==> config.mk <==
export PLATFORM = sky130hd
export DESIGN_NAME = fact_iter
export DESIGN_NICKNAME = d
export VERILOG_FILES = /design/src/rtl/fact_iter_pkg.sv /design/src/rtl/fact_iter_mul.sv /design/src/rtl/fact_iter.sv
export SDC_FILE = /design/constraint.sdc
export NUM_CORES = 1
export LEC_CHECK = 0
export ABC_CLOCK_PERIOD_IN_PS = 9400
export CAP_MARGIN = 20
export CORE_AREA = 2 2 200 202
export CTS_BUF_LIST = sky130_fd_sc_hd__clkbuf_8
export DETAILED_ROUTE_END_ITERATION = 12
export DIE_AREA = 0 0 202 204
export SLEW_MARGIN = 20
export SYNTH_ARGS = -nofsm -noshare
export SYNTH_HDL_FRONTEND = slang
export SYNTH_SLANG_ARGS = --single-unit
==> constraint.sdc <==
create_clock -name clk -period 9.4 [get_ports clk]
set_input_delay 0.94 -clock clk [delete_from_list [all_inputs] [get_ports clk]]
set_output_delay 0.94 -clock clk [all_outputs]
set_load 0.01 [all_outputs]
==> src/rtl/fact_iter_pkg.sv <==
// fact_iter_pkg: FSM encoding and sizing helpers shared by the factorial engine files.
package fact_iter_pkg;

  typedef enum logic [2:0] {
    ST_IDLE  = 3'd0,
    ST_CHECK = 3'd1,
    ST_MUL   = 3'd2,
    ST_UPD   = 3'd3,
    ST_DONE  = 3'd4,
    ST_ERR   = 3'd5
  } state_t;

  function automatic int cnt_width(input int width);
    return $clog2(width) + 1;
  endfunction

endpackage

==> src/rtl/fact_iter_mul.sv <==
// fact_iter_mul: WIDTH x WIDTH shift-add multiplier, one partial product per cycle.
// done is high during the final step, so prod is complete on the following cycle.
module fact_iter_mul
  import fact_iter_pkg::*;
#(
  parameter int WIDTH = 32
) (
  input  logic               clk,
  input  logic               rst,
  input  logic               start,
  input  logic [WIDTH-1:0]   a,
  input  logic [WIDTH-1:0]   b,
  output logic               done,
  output logic [2*WIDTH-1:0] prod
);

  localparam int CW = cnt_width(WIDTH);
  localparam logic [CW-1:0] LAST_BIT = CW'(WIDTH - 1);
  localparam logic [CW-1:0] BIT_ONE  = {{(CW-1){1'b0}}, 1'b1};

  logic [2*WIDTH-1:0] mcand_r;
  logic [2*WIDTH-1:0] prod_r;
  logic [WIDTH-1:0]   mplier_r;
  logic [CW-1:0]      bitcnt_r;
  logic               run_r;

  // Load operands on start, then consume one multiplier bit per cycle for WIDTH cycles
  always_ff @(posedge clk or posedge rst) begin
    if (rst) begin
      mcand_r  <= {(2*WIDTH){1'b0}};
      prod_r   <= {(2*WIDTH){1'b0}};
      mplier_r <= {WIDTH{1'b0}};
      bitcnt_r <= {CW{1'b0}};
      run_r    <= 1'b0;
    end else if (start) begin
      mcand_r  <= {{WIDTH{1'b0}}, a};
      prod_r   <= {(2*WIDTH){1'b0}};
      mplier_r <= b;
      bitcnt_r <= {CW{1'b0}};
      run_r    <= 1'b1;
    end else if (run_r) begin
      if (mplier_r[0]) begin
        prod_r <= prod_r + mcand_r;
      end
      mcand_r  <= {mcand_r[2*WIDTH-2:0], 1'b0};
      mplier_r <= {1'b0, mplier_r[WIDTH-1:1]};
      bitcnt_r <= bitcnt_r + BIT_ONE;
      run_r    <= (bitcnt_r != LAST_BIT);
    end
  end

  assign done = run_r && (bitcnt_r == LAST_BIT);
  assign prod = prod_r;

endmodule

==> src/rtl/fact_iter.sv <==
// fact_iter: iterative n! engine with go/busy/done/err handshake and true overflow detection.
// Optional abort input is enabled by defining FACT_ITER_ABORT_EN.
module fact_iter
  import fact_iter_pkg::*;
#(
  parameter int WIDTH = 32
) (
  input  logic             clk,
  input  logic             rst,
  input  logic             go,
`ifdef FACT_ITER_ABORT_EN
  input  logic             abort,
`endif
  input  logic [WIDTH-1:0] n,
  output logic             busy,
  output logic             done,
  output logic             err,
  output logic [WIDTH-1:0] nf
);

  localparam logic [WIDTH-1:0] ONE = {{(WIDTH-1){1'b0}}, 1'b1};

  state_t             state_r, state_nx_s;
  logic [WIDTH-1:0]   cnt_r, acc_r, nf_r;
  logic               busy_r, done_r, err_r;
  logic               abort_s, small_s, ovf_s, mul_start_s, mul_done_s;
  logic [2*WIDTH-1:0] prod_s;

`ifdef FACT_ITER_ABORT_EN
  assign abort_s = abort;
`else
  assign abort_s = 1'b0;
`endif

  assign small_s     = (cnt_r <= ONE);
  assign ovf_s       = |prod_s[2*WIDTH-1:WIDTH];
  assign mul_start_s = (state_r == ST_CHECK) && !small_s && !abort_s;

  fact_iter_mul #(.WIDTH(WIDTH)) u_mul (
    .clk   (clk),
    .rst   (rst),
    .start (mul_start_s),
    .a     (acc_r),
    .b     (cnt_r),
    .done  (mul_done_s),
    .prod  (prod_s)
  );

  // Next-state selection; abort wins over any in-flight transition
  always_comb begin
    state_nx_s = state_r;
    case (state_r)
      ST_IDLE, ST_DONE, ST_ERR: begin
        if (go) state_nx_s = ST_CHECK;
        else    state_nx_s = state_r;
      end
      ST_CHECK: begin
        if (abort_s)      state_nx_s = ST_IDLE;
        else if (small_s) state_nx_s = ST_DONE;
        else              state_nx_s = ST_MUL;
      end
      ST_MUL: begin
        if (abort_s)         state_nx_s = ST_IDLE;
        else if (mul_done_s) state_nx_s = ST_UPD;
        else                 state_nx_s = ST_MUL;
      end
      ST_UPD: begin
        if (abort_s)    state_nx_s = ST_IDLE;
        else if (ovf_s) state_nx_s = ST_ERR;
        else            state_nx_s = ST_CHECK;
      end
      default: state_nx_s = ST_IDLE;
    endcase
  end

  // State, iteration registers and registered handshake outputs
  always_ff @(posedge clk or posedge rst) begin
    if (rst) begin
      state_r <= ST_IDLE;
      cnt_r   <= {WIDTH{1'b0}};
      acc_r   <= {WIDTH{1'b0}};
      nf_r    <= {WIDTH{1'b0}};
      busy_r  <= 1'b0;
      done_r  <= 1'b0;
      err_r   <= 1'b0;
    end else begin
      state_r <= state_nx_s;
      busy_r  <= (state_nx_s == ST_CHECK) || (state_nx_s == ST_MUL) || (state_nx_s == ST_UPD);
      case (state_r)
        ST_IDLE, ST_DONE, ST_ERR: begin
          if (go) begin
            cnt_r  <= n;
            acc_r  <= ONE;
            nf_r   <= {WIDTH{1'b0}};
            done_r <= 1'b0;
            err_r  <= 1'b0;
          end
        end
        ST_CHECK: begin
          if (small_s && !abort_s) begin
            nf_r   <= acc_r;
            done_r <= 1'b1;
          end
        end
        ST_UPD: begin
          // nf stays zero on overflow; done/err/nf were already cleared at go
          if (!abort_s) begin
            if (ovf_s) begin
              err_r <= 1'b1;
            end else begin
              acc_r <= prod_s[WIDTH-1:0];
              cnt_r <= cnt_r - ONE;
            end
          end
        end
        default: begin
        end
      endcase
    end
  end

  assign busy = busy_r;
  assign done = done_r;
  assign err  = err_r;
  assign nf   = nf_r;

endmodule

# Word level (Yosys, flattened, before mapping)
# Cells that the tools add are included.
[word_totals]
register_bits = 269
output_inout_bits = 35
[classes]
addsub = 3
magnitude_cmp = 1
eq_ne = 14
mux = 30
reduce_logical = 16
[ops]
columns = ["cell", "count"]
rows = [
  ["$mux 64", 5],
  ["$mux 32", 8],
  ["$pmux 32 s2", 3],
  ["$add 64x64->64", 1],
  ["$le 32x1->1 const B", 1],
  ["$reduce_or 32->1", 1],
  ["$sub 32x1->32 const B", 1],
  ["$eq 3x2->1 const B", 4],
  ["$mux 6", 2],
  ["$pmux 3 s4", 1],
  ["$mux 3", 3],
  ["$reduce_and 3->1", 3],
  ["$ne 2x2->1 const B", 4],
  ["$reduce_bool 2->1", 4],
  ["$add 6x1->6 const B", 1],
  ["$eq 3x1->1 const B", 2],
  ["$eq 3x3->1 const B", 2],
  ["$eq 6x5->1 const B", 1],
  ["$mux 1", 6],
  ["$ne 6x5->1 const B", 1],
  ["$pmux 1 s2", 2],
  ["$logic_not 3->1", 1],
  ["$reduce_or 3->1", 1],
  ["$logic_and 1x1->1", 2],
  ["other kinds (3)", 4],
]

# Logic depth before layout (Yosys ltp)
# Gate-level depths: netlist of run 1.
[logic_depth]
word_depth = 7
mapped_depth = 12

# Cells and area by module
# A second synthesis of run 1 with hierarchy kept.
[hier_totals]
hier_cells = 1797
hier_area_um2 = 15900.2
[modules_own_cells]
columns = ["mod", "instances", "cells_each", "area_per_inst_um2", "seq_area_each_um2"]
rows = [
  ["fact_iter_mul", 1, 1205, 10766.6, 4179.0],
  ["fact_iter", 1, 592, 5133.7, 2552.4],
]

# Worst setup path after synthesis of run 1
# No wires, ideal clock.
[synth_timing]
path_kind = "reg2reg"
from = "reg cnt_r[7]"
to = "reg cnt_r[29]"
arrival_ns = 3.247
required_ns = 9.269
slack_ns = 6.022
stages_incl_launch_ff = 13
n_path_buf = 2
synth_period_minus_slack_ns = 3.378
path_cell_list = "dfrtp_1 -> buf_6 -> or4_4 -> nor3_4 -> nand4_2 -> or3_1 -> buf_2 -> or2_4 -> or3_4 -> or4_4 -> o31a_1 -> o21ai_1 -> o21ai_1"
[synth_between]
elab_chain_len = 3
[synth_rtl]
columns = ["item", "line", "source"]
rows = [
  ["from (decl)", "fact_iter.sv:24", "logic [WIDTH-1:0] cnt_r, acc_r, nf_r;"],
  ["from (signal assigned)", "fact_iter.sv:80", "cnt_r <= {WIDTH{1'b0}};"],
  ["from (signal assigned)", "fact_iter.sv:92", "cnt_r <= n;"],
  ["from (signal assigned)", "fact_iter.sv:112", "cnt_r <= cnt_r - ONE;"],
  ["$sub 32x1->32", "fact_iter.sv:112", ""],
  ["$mux 32", "fact_iter.sv:108", "if (ovf_s) begin"],
  ["$pmux 32 s2", "fact_iter.sv:89", "case (state_r)"],
]
# No other way between the ends. The select of a mux whose other input is x is not followed.
# A chain may end at the register's enable or synchronous reset.

# Worst setup path after layout of run 1
[layout_timing]
from = "reg u_mul.prod_r[0] (netlist: u_mul.prod[0])"
to = "reg u_mul.prod_r[58] (netlist: u_mul.prod[58])"
[layout_between]
elab_chain_len = 4
[layout_rtl]
columns = ["item", "line", "source"]
rows = [
  ["from (decl)", "fact_iter_mul.sv:22", "logic [2*WIDTH-1:0] prod_r;"],
  ["from (signal assigned)", "fact_iter_mul.sv:31", "prod_r <= {(2*WIDTH){1'b0}};"],
  ["from (signal assigned)", "fact_iter_mul.sv:37", "prod_r <= {(2*WIDTH){1'b0}};"],
  ["from (signal assigned)", "fact_iter_mul.sv:43", "prod_r <= prod_r + mcand_r;"],
  ["$add 64x64->64", "fact_iter_mul.sv:43", ""],
  ["$mux 64", "fact_iter_mul.sv:42", "if (mplier_r[0]) begin"],
  ["$mux 64", "fact_iter_mul.sv:41", "end else if (run_r) begin"],
  ["$mux 64", "fact_iter_mul.sv:35", "end else if (start) begin"],
]
# No other way between the ends. The select of a mux whose other input is x is not followed.

==> results of run 1 <==
sequential cells by signal, summed over array words and instances (netlist names):
register / cells
acc_r: 32
busy: 1
cnt_r: 32
done: 1
err: 1
nf: 32
state_r: 3
u_mul.bitcnt_r: 6
u_mul.mcand_r: 64
u_mul.mplier_r: 32
u_mul.prod: 64
u_mul.run_r: 1
Yosys cell counts, drive strengths merged (7+ instances only):
master / n
nand2: 343
dfrtp: 269
o21ai: 185
a21oi: 160
nor2: 122
clkbuf: 102
mux2i: 102
ha: 66
nand3: 61
nor3: 41
a21o: 36
xnor2: 33
inv: 29
xor2: 23
nand4: 22
o21bai: 18
nor4: 16
nand2b: 13
a211oi: 12
o21a: 10
a31oi: 9
o211ai: 9
or3: 8
and2: 7
and3: 7
buf: 7
o22ai: 7
cell families (layout without fill, tap and decap cells):
group / count (synthesis) / count (layout) / synth area share [%]
AOI/OAI and AO/OA: 495 / 495 / 18.7
adders and majority gates: 67 / 67 / 5.49
DFF: 269 / 269 / 43.7
buffers and inverters: 138 / 194 / 3.42
xor gates and xnor gates: 56 / 56 / 3.18
muxes: 102 / 102 / 6.62
and+or+nand+nor: 660 / 660 / 18.9
how the worst min path moves through the flow:
stage / to / slack (ns) / cells past startpoint
after floorplan: u_mul.mplier_r[15] / 0.46 / 2
after detailed placement: err / 0.47 / 1
after global routing: done / 0.51 / 1
after CTS: err / 0.49 / 1
after global placement: done / 0.46 / 1
final: done / 0.48 / 1
power breakdown:
part / internal, mW / total [mW] / switching [mW]
clock network: 0.586 / 1.08 / 0.490
logic: 0.413 / 1.23 / 0.819
registers: 1.38 / 1.62 / 0.234
area by class of cell:
type / instances / area, µm²
Clock buffer: 62 / 853
Clock inverter: 20 / 85.1
Fill cell: 3781 / 21800
Inverter: 29 / 116
Multi-Input combinational cell: 1380 / 8190
Sequential cell: 269 / 6740
Tap cell: 525 / 657
Timing Repair Buffer: 83 / 800
metal layers:
metal	up-vias	global-route usage, %	routed length (µm)
met5	-	0	0
met4	0	4.86	643
met3	50	3.01	1720
met2	261	30.1	17300
met1	6288	27.6	19200
li1	6371	-	-
critical path, delay by kind of cell (launching register included):
kind / cells / cell delay [ns]
DFF: 1 / 0.40
and+or+nand+nor: 1 / 0.09
adders and majority gates: 2 / 0.68
muxes: 1 / 0.19
AOI/OAI and AO/OA: 8 / 2.29
per-stage QoR:
stage / worst slack [ns] / instances / total power [mW] / area (µm²) / util, %
2_1_floorplan: 1.05 / 1787 / 2.49 / 15400 / -
3_3_place_gp: 5.77 / 2286 / 2.84 / 16500 / 42.1
3_5_place_dp: 5.75 / 2286 / 2.87 / 16500 / 42.1
4_1_cts: 5.67 / 2368 / 3.97 / 17400 / 44.5
5_1_grt: 5.39 / 2368 / 4.21 / 17400 / 44.5
6_report: 5.63 / 2368 / 3.93 / 17400 / 44.5
==> impl_metrics.env, run 1 <==
export IMPL_min_period_ns=3.77
export IMPL_grt_pass1_wl_mm=66.0
export IMPL_grt_overflow=0
export IMPL_grt_pass1_vias=12700
export IMPL_die_height_um=204
export IMPL_yosysTopAreaCell="dfrtp_1"
export IMPL_setup_viol=0
export IMPL_rsz0062_at_grt="no"
export IMPL_worst_r2r_startpoint="u_mul.prod[0]"
export IMPL_synth_async_reset_ratio_pct=100
export IMPL_worstSetupPathType="flip-flop to flip-flop"
export IMPL_grtUsageTotal_pct=19.1
export IMPL_synth_ff_type="dfrtp_1"
export IMPL_cts_root_buf="clkbuf_8"
export IMPL_synth_area_um2=15400
export IMPL_crit_path_start="u_mul.prod[0]"
export IMPL_synth_edf_count=0
export IMPL_finalHoldWorstSlack_ns=0.476
export IMPL_core_area_um2=39200
export IMPL_drive_gt1_share_pct=5.59
export IMPL_end_kind="flip-flop"
export IMPL_ant_nets=0
export IMPL_hold_buffers=0
export IMPL_synth_area_leaders="dfrtp_1, nand2_1, mux2i_1"
export IMPL_tns_ns=0
export IMPL_p_leak_nw=8.44
export IMPL_grt_start_max_net_pins=136
export IMPL_cts_resized=0
export IMPL_cts_buffer_depth=3
export IMPL_post_cts_buffers=0
export IMPL_drc=0
export IMPL_required_ns=9.85
export IMPL_drt_iter0_markers=748
export IMPL_ioPinCount=70
export IMPL_initial_utilization_pct=39.3
export IMPL_h_tree_depth=2
export IMPL_hp_class="flip-flop to flip-flop"
export IMPL_clock_latency_ns=0.59
export IMPL_cts_tree="done"
export IMPL_gp_congestion=0.875
export IMPL_slowest_delay_ns=0.47
export IMPL_routed_wl_mm=38.9
export IMPL_drv_cap=0
export IMPL_timing_rr_end="u_mul.prod[58]"
export IMPL_area_growth_pct=13.1
export IMPL_relSlewSlack_pct=35.7
export IMPL_io_buffers=69
export IMPL_die_area_um2=41200
export IMPL_clk_pin_slew_ns=0.06
export IMPL_cp_slowest_cell="a31oi_1"
export IMPL_worstMarginPinSlew_ns=0.964
export IMPL_cts_sinks=269
export IMPL_n_antenna_cell=0
export IMPL_grt_antenna_before_repair=0
export IMPL_ys_types=67
export IMPL_chipWidth_um=202
export IMPL_rrSetupSlack_ns=5.63
export IMPL_final_common_cell="nand2_1"
export IMPL_routedWlPerCell_um=16.4
export IMPL_vias=13000
export IMPL_cp_start_kind="flip-flop"
export IMPL_crit_fanout=6
export IMPL_post_route_period_util_pct=40.1
export IMPL_maxSlewViolCount=0
export IMPL_arrival_ns=4.23
export IMPL_numCtsBuffers=49
export IMPL_peakVddDrop_uv=110
export IMPL_ys_seq_elements=269
export IMPL_dr_pass1_iters=5
export IMPL_hpwl_mm=25.1
export IMPL_r2r_cells=12
export IMPL_fin_skew_ns=0.0218
export IMPL_syn_area_per_cell_um2=8.62
export IMPL_fin_nets=1914
export IMPL_fmax_ghz=0.265
export IMPL_synth_cells=1787
export IMPL_outcome="finished, final reports clean"
export IMPL_hold_viol=0
export IMPL_std_cell_rows=73
export IMPL_mostFrequentLayoutCells="nand2_1, dfrtp_1, o21ai_0, a21oi_1, nor2_1"
export IMPL_yosys_warnings=0
export IMPL_timing_critical_path_to="u_mul.prod[58]"
export IMPL_syn_nets=1889
export IMPL_viasPerCell=5.48
export IMPL_min_from="done"
export IMPL_synth_top_area_share_pct=43.7
export IMPL_path_cells="ha_1, fa_1, a211oi_1, o21ai_0, a21oi_1, o211ai_1, a21o_1, a31oi_1, o31a_1, o21ai_1, mux2i_1, nor2_1"
export IMPL_power_density_nw_per_um2=225
export IMPL_yosysSeqAreaShare_pct=43.7
Note: power is estimated with default switching activity, not from simulation.
==> run 2, diff against run 1 <==
- ABC_CLOCK_PERIOD_IN_PS: 9400 -> 3250
- clock period: 9.4 -> 3.25 ns (I/O delays scaled with it)
==> run 2 against run 1 <==
Worst hold slack got worse by 0.39 ns; cell count increased by 3.8%; via count increased by 3.6%; setup slack got worse by 5.6 ns; clock skew increased by 0.00051 ns; routed wire length increased by 4.6%; critical path depth decreased by 2; global-route usage increased by 0.98 points; register-to-register slack got worse by 5.6 ns.
==> impl_metrics.env, run 2 (synthesis results as in run 1) <==
export IMPL_grt_start_max_net_pins=89
export IMPL_cp_start_kind="flip-flop"
export IMPL_grt_pass1_vias=13400
export IMPL_drv_cap=0
export IMPL_gp_congestion=0.913
export IMPL_fin_nets=1999
export IMPL_ant_nets=0
export IMPL_p_sw_mw=4.66
export IMPL_power_density_nw_per_um2=656
export IMPL_post_cts_buffers=0
export IMPL_mostFrequentLayoutCells="nand2_1, dfrtp_1, o21ai_0, a21oi_1, nor2_1"
export IMPL_area_growth_pct=19.0
export IMPL_core_area_um2=39200
export IMPL_relSlewSlack_pct=32.4
export IMPL_comb_power_share_pct=33.9
export IMPL_drt_iter0_markers=791
export IMPL_initial_utilization_pct=39.3
export IMPL_cts_tree="done"
export IMPL_grt_overflow=0
export IMPL_arrival_ns=3.67
export IMPL_crit_fanout=5
export IMPL_pre_cts_ws_ns=-0.00150
export IMPL_intPower_mw=7.38
export IMPL_n_antenna_cell=0
export IMPL_chipWidth_um=202
export IMPL_final_common_cell="nand2_1"
export IMPL_cts_buffer_depth=3
export IMPL_setup_viol=0
export IMPL_fin_skew_ns=0.0223
export IMPL_worstSetupPathType="flip-flop to flip-flop"
export IMPL_drive_gt1_share_pct=11.3
export IMPL_hp_class="primary input to asynchronous set/reset pin"
export IMPL_routedWlPerCell_um=16.5
export IMPL_min_period_ns=3.18
export IMPL_post_route_period_util_pct=97.7
export IMPL_end_kind="flip-flop"
export IMPL_viasPerCell=5.46
export IMPL_grtUsageTotal_pct=20.1
export IMPL_grt_antenna_before_repair=0
export IMPL_drc=0
export IMPL_maxSlewViolCount=0
export IMPL_vias=13400
export IMPL_tns_ns=0
export IMPL_required_ns=3.74
export IMPL_die_area_um2=41200
export IMPL_cts_sinks=269
export IMPL_fmax_ghz=0.315
export IMPL_p_clk_share_pct=27.6
export IMPL_finalHoldWorstSlack_ns=0.0846
export IMPL_switching_share_pct=38.7
export IMPL_ioPinCount=70
export IMPL_std_cell_rows=73
export IMPL_clock_latency_ns=0.63
export IMPL_hpwl_mm=27.3
export IMPL_cts_root_buf="clkbuf_8"
export IMPL_worstMarginPinSlew_ns=1.01
export IMPL_power_frac_seq_pct=38.5
export IMPL_io_buffers=69
export IMPL_p_leak_nw=8.91
export IMPL_worst_slack_ns=0.0736
export IMPL_numCtsBuffers=49
export IMPL_grt_pass1_wl_mm=68.4
export IMPL_h_tree_depth=2
export IMPL_dr_pass1_iters=5
export IMPL_rsz0062_at_grt="yes"
export IMPL_die_height_um=204
export IMPL_clk_pin_slew_ns=0.06
export IMPL_routed_wl_mm=40.7
export IMPL_hold_viol=0
export IMPL_outcome="finished, final reports clean"
export IMPL_peakVddDrop_uv=348
## run 2: cell types whose count changed in the layout (fill, tap and decap cells not counted), moves of 3 or more
cell / change
clkinvlp_4: +3
clkbuf_8: +3
inv_1: -3
buf_4: +80
clkinv_2: +4
ha_1: -3
buf_12: +6
## run 2: layout make-up
cell class	count	area, µm²
tap	525	657
clock buffer	65	895
inverter	29	113
fill	3796	20800
sequential	269	6740
multi-input combinational	1380	8310
clock inverter	23	130
timing repair buffer	168	1510
## run 2: metal layers
| metal | part of all wire [%] | vias to the layer above | wire [µm] | GRT usage, % |
|---|---|---|---|---|
| li1 | - | 6529 | - | - |
| met1 | 50 | 6565 | 20200 | 28.8 |
| met2 | 44 | 269 | 17800 | 30.9 |
| met3 | 4.4 | 68 | 1810 | 3.81 |
| met5 | 0 | - | 0 | 0 |
| met4 | 2.2 | 0 | 896 | 6.25 |
## run 2: path summary, 6_finish.rpt
kind,start,cells after the start,endpoint,slack [ns]
setup / recovery,cnt_r[10],10,cnt_r[29],0.07
hold / removal,rst,2,u_mul.prod[6],0.08
setup reg to reg,cnt_r[10],10,cnt_r[29],0.07
hold reg to reg,err,1,err,0.48
max in group asynchronous,rst,3,cnt_r[6],2.28
min in group clk,n[0],3,cnt_r[0],0.26
## run 2: worst max-delay path, stage by stage (launching register included)
cell and delay, ns:
dfrtp_1 0.37, or4_4 0.56, nor3_4 0.15, nand4_2 0.13
or3_4 0.35, or2_4 0.24, or3_4 0.34, or4_4 0.46
o31a_1 0.25, o21ai_1 0.11, o21ai_1 0.08
## run 2: power by group through the flow
stage | combinational, mW | clock [mW] | sequential, mW
after floorplan | 2.71 | 0 | 4.49
after global placement | 3.99 | 0 | 4.65
after detailed placement | 4.08 | 0 | 4.67
after CTS | 4.10 | 3.46 | 4.62
after global routing | 4.53 | 3.61 | 4.73
final | 4.08 | 3.33 | 4.64
## run 2: what timing repair did
action / 4_1_cts / 5_1_grt
setup endpoints to repair: 2 / 25
hold buffers: 0 / 0
gates resized for setup: 1 / 25
gates cloned: 0 / 0
pin swaps: 1 / 5
## run 2: metrics by stage
| stage | utilization [%] | area, µm² | power [mW] | cells |
|---|---|---|---|---|
| after global placement | 43.9 | 17200 | 8.64 | 2371 |
| after floorplan | - | 15400 | 7.20 | 1787 |
| after global routing | 46.8 | 18300 | 12.9 | 2459 |
| after detailed placement | 43.9 | 17200 | 8.75 | 2371 |
| final | 46.8 | 18300 | 12.0 | 2459 |
| after CTS | 46.5 | 18200 | 12.2 | 2459 |
==> run 3, diff against run 2 <==
- SKIP_CTS_REPAIR_TIMING: not set -> 1
==> run 3 against run 2 <==
Combinational power hardly changed; via count grew 0.51%; worst hold slack better by 0.0032 ns; critical path depth unchanged; non-clock buffer count is 1 higher; power up 0.22%; clock-buffer cell count unchanged; critical path type unchanged; largest cell class unchanged.
==> impl_metrics.env, run 3 (synthesis results as in run 1) <==
export IMPL_routed_wl_mm=40.7
export IMPL_fin_skew_ns=0.0242
export IMPL_drt_iter0_markers=838
export IMPL_finalHoldWorstSlack_ns=0.0877
export IMPL_slowest_delay_ns=0.56
export IMPL_worstSetupPathType="flip-flop to flip-flop"
export IMPL_end_kind="flip-flop"
export IMPL_peakVddDrop_uv=347
export IMPL_mostFrequentLayoutCells="nand2_1, dfrtp_1, o21ai_0, a21oi_1, nor2_1"
export IMPL_grt_antenna_before_repair=0
export IMPL_tns_ns=0
export IMPL_cts_buffer_depth=3
export IMPL_total_power_mw=12.1
export IMPL_clk_pin_slew_ns=0.06
export IMPL_arrival_ns=3.67
export IMPL_rsz0062_at_grt="yes"
export IMPL_grt_start_max_net_pins=89
export IMPL_routedWlPerCell_um=16.6
export IMPL_hold_viol=0
export IMPL_cts_sinks=269
export IMPL_drc=0
export IMPL_grt_pass1_vias=13400
export IMPL_path_cells="or4_4, nor3_4, nand4_2, or3_4, or2_4, or3_4, or4_4, o31a_1, o21ai_1, o21ai_1"
export IMPL_relSlewSlack_pct=32.2
export IMPL_min_period_ns=3.18
export IMPL_maxSlewViolCount=0
export IMPL_die_height_um=204
export IMPL_die_area_um2=41200
export IMPL_grt_overflow=0
export IMPL_hpwl_mm=27.3
export IMPL_nFillCells=3788
export IMPL_final_common_cell="nand2_1"
export IMPL_place_area_um2=17200
export IMPL_vias=13500
export IMPL_initial_utilization_pct=39.3
export IMPL_outcome="finished, final reports clean"
export IMPL_fin_nets=2000
export IMPL_dr_pass1_iters=5
export IMPL_worstMarginPinSlew_ns=1.02
export IMPL_post_route_period_util_pct=97.7
export IMPL_std_cell_rows=73
export IMPL_chipWidth_um=202
export IMPL_grt_pass1_wl_mm=68.4
export IMPL_p_leak_nw=8.91
export IMPL_drive_gt1_share_pct=11.5
export IMPL_cts_tree="done"
export IMPL_viasPerCell=5.49
export IMPL_setup_viol=0
export IMPL_area_growth_pct=19.4
export IMPL_cp_slowest_cell="or4_4"
export IMPL_core_area_um2=39200
export IMPL_io_buffers=69
export IMPL_design_area_um2=18400
export IMPL_grtUsageTotal_pct=20.1
export IMPL_clock_latency_ns=0.63
export IMPL_fmax_ghz=0.315
export IMPL_n_antenna_cell=0
export IMPL_ant_nets=0
export IMPL_gp_congestion=0.913
export IMPL_hp_class="primary input to asynchronous set/reset pin"
export IMPL_ioPinCount=70
export IMPL_cp_top_family="simple AND/OR/NAND/NOR gates"
export IMPL_power_density_nw_per_um2=656
export IMPL_h_tree_depth=2
export IMPL_numCtsBuffers=49
export IMPL_critPathBufInv=0
export IMPL_drv_cap=0
export IMPL_cts_root_buf="clkbuf_8"
export IMPL_required_ns=3.74
export IMPL_cp_start_kind="flip-flop"
export IMPL_crit_fanout=5
-- run 3: metal layers --
layer  global-route usage, %  vias to the layer above  wire length, µm
met5                       0                        -                0
met1                    28.8                     6594            20100
met2                    30.9                      290            17800
met3                    3.81                       70             1940
met4                    6.25                        0              922
li1                        -                     6546                -
-- run 3: where the power goes --
| group | leakage [nW] | internal, mW | switching [mW] |
|---|---|---|---|
| registers | 3.60 | 4.00 | 0.644 |
| logic | 4.74 | 1.55 | 2.55 |
| clock network | 0.577 | 1.86 | 1.46 |
-- run 3: stage by stage --
step / utilization [%] / setup WS [ns] / std cells
6_report: 47.0 / 0.0736 / 2460
5_1_grt: 47.0 / -0.0555 / 2460
4_1_cts: 46.5 / -0.0103 / 2459
3_5_place_dp: 43.9 / -0.00150 / 2371
3_3_place_gp: 43.9 / 0.0431 / 2371
2_1_floorplan: - / -0.628 / 1787
-- run 3: path summary, 6_finish.rpt --
| check | from | endpoint | slack, ns | cells after the start |
|---|---|---|---|---|
| setup reg to reg | cnt_r[10] | cnt_r[29] | 0.07 | 10 |
| hold / removal | rst | u_mul.prod[6] | 0.09 | 2 |
| min in group clk | n[0] | cnt_r[0] | 0.26 | 3 |
| setup / recovery | cnt_r[10] | cnt_r[29] | 0.07 | 10 |
| hold reg to reg | err | err | 0.48 | 1 |
| max in group asynchronous | rst | cnt_r[6] | 2.27 | 3 |
-- run 3: area by class of cell --
cell class              instances  area (µm²)  share of cell area [%]
flip-flops and latches        269        6740                    36.6
inverters                      29         113                   0.612
repair buffers                169        1520                    8.24
clock buffers                  65         895                    4.86
well taps                     525         657                    3.57
multi-input cells            1380        8350                    45.4
clock inverters                23         130                   0.707
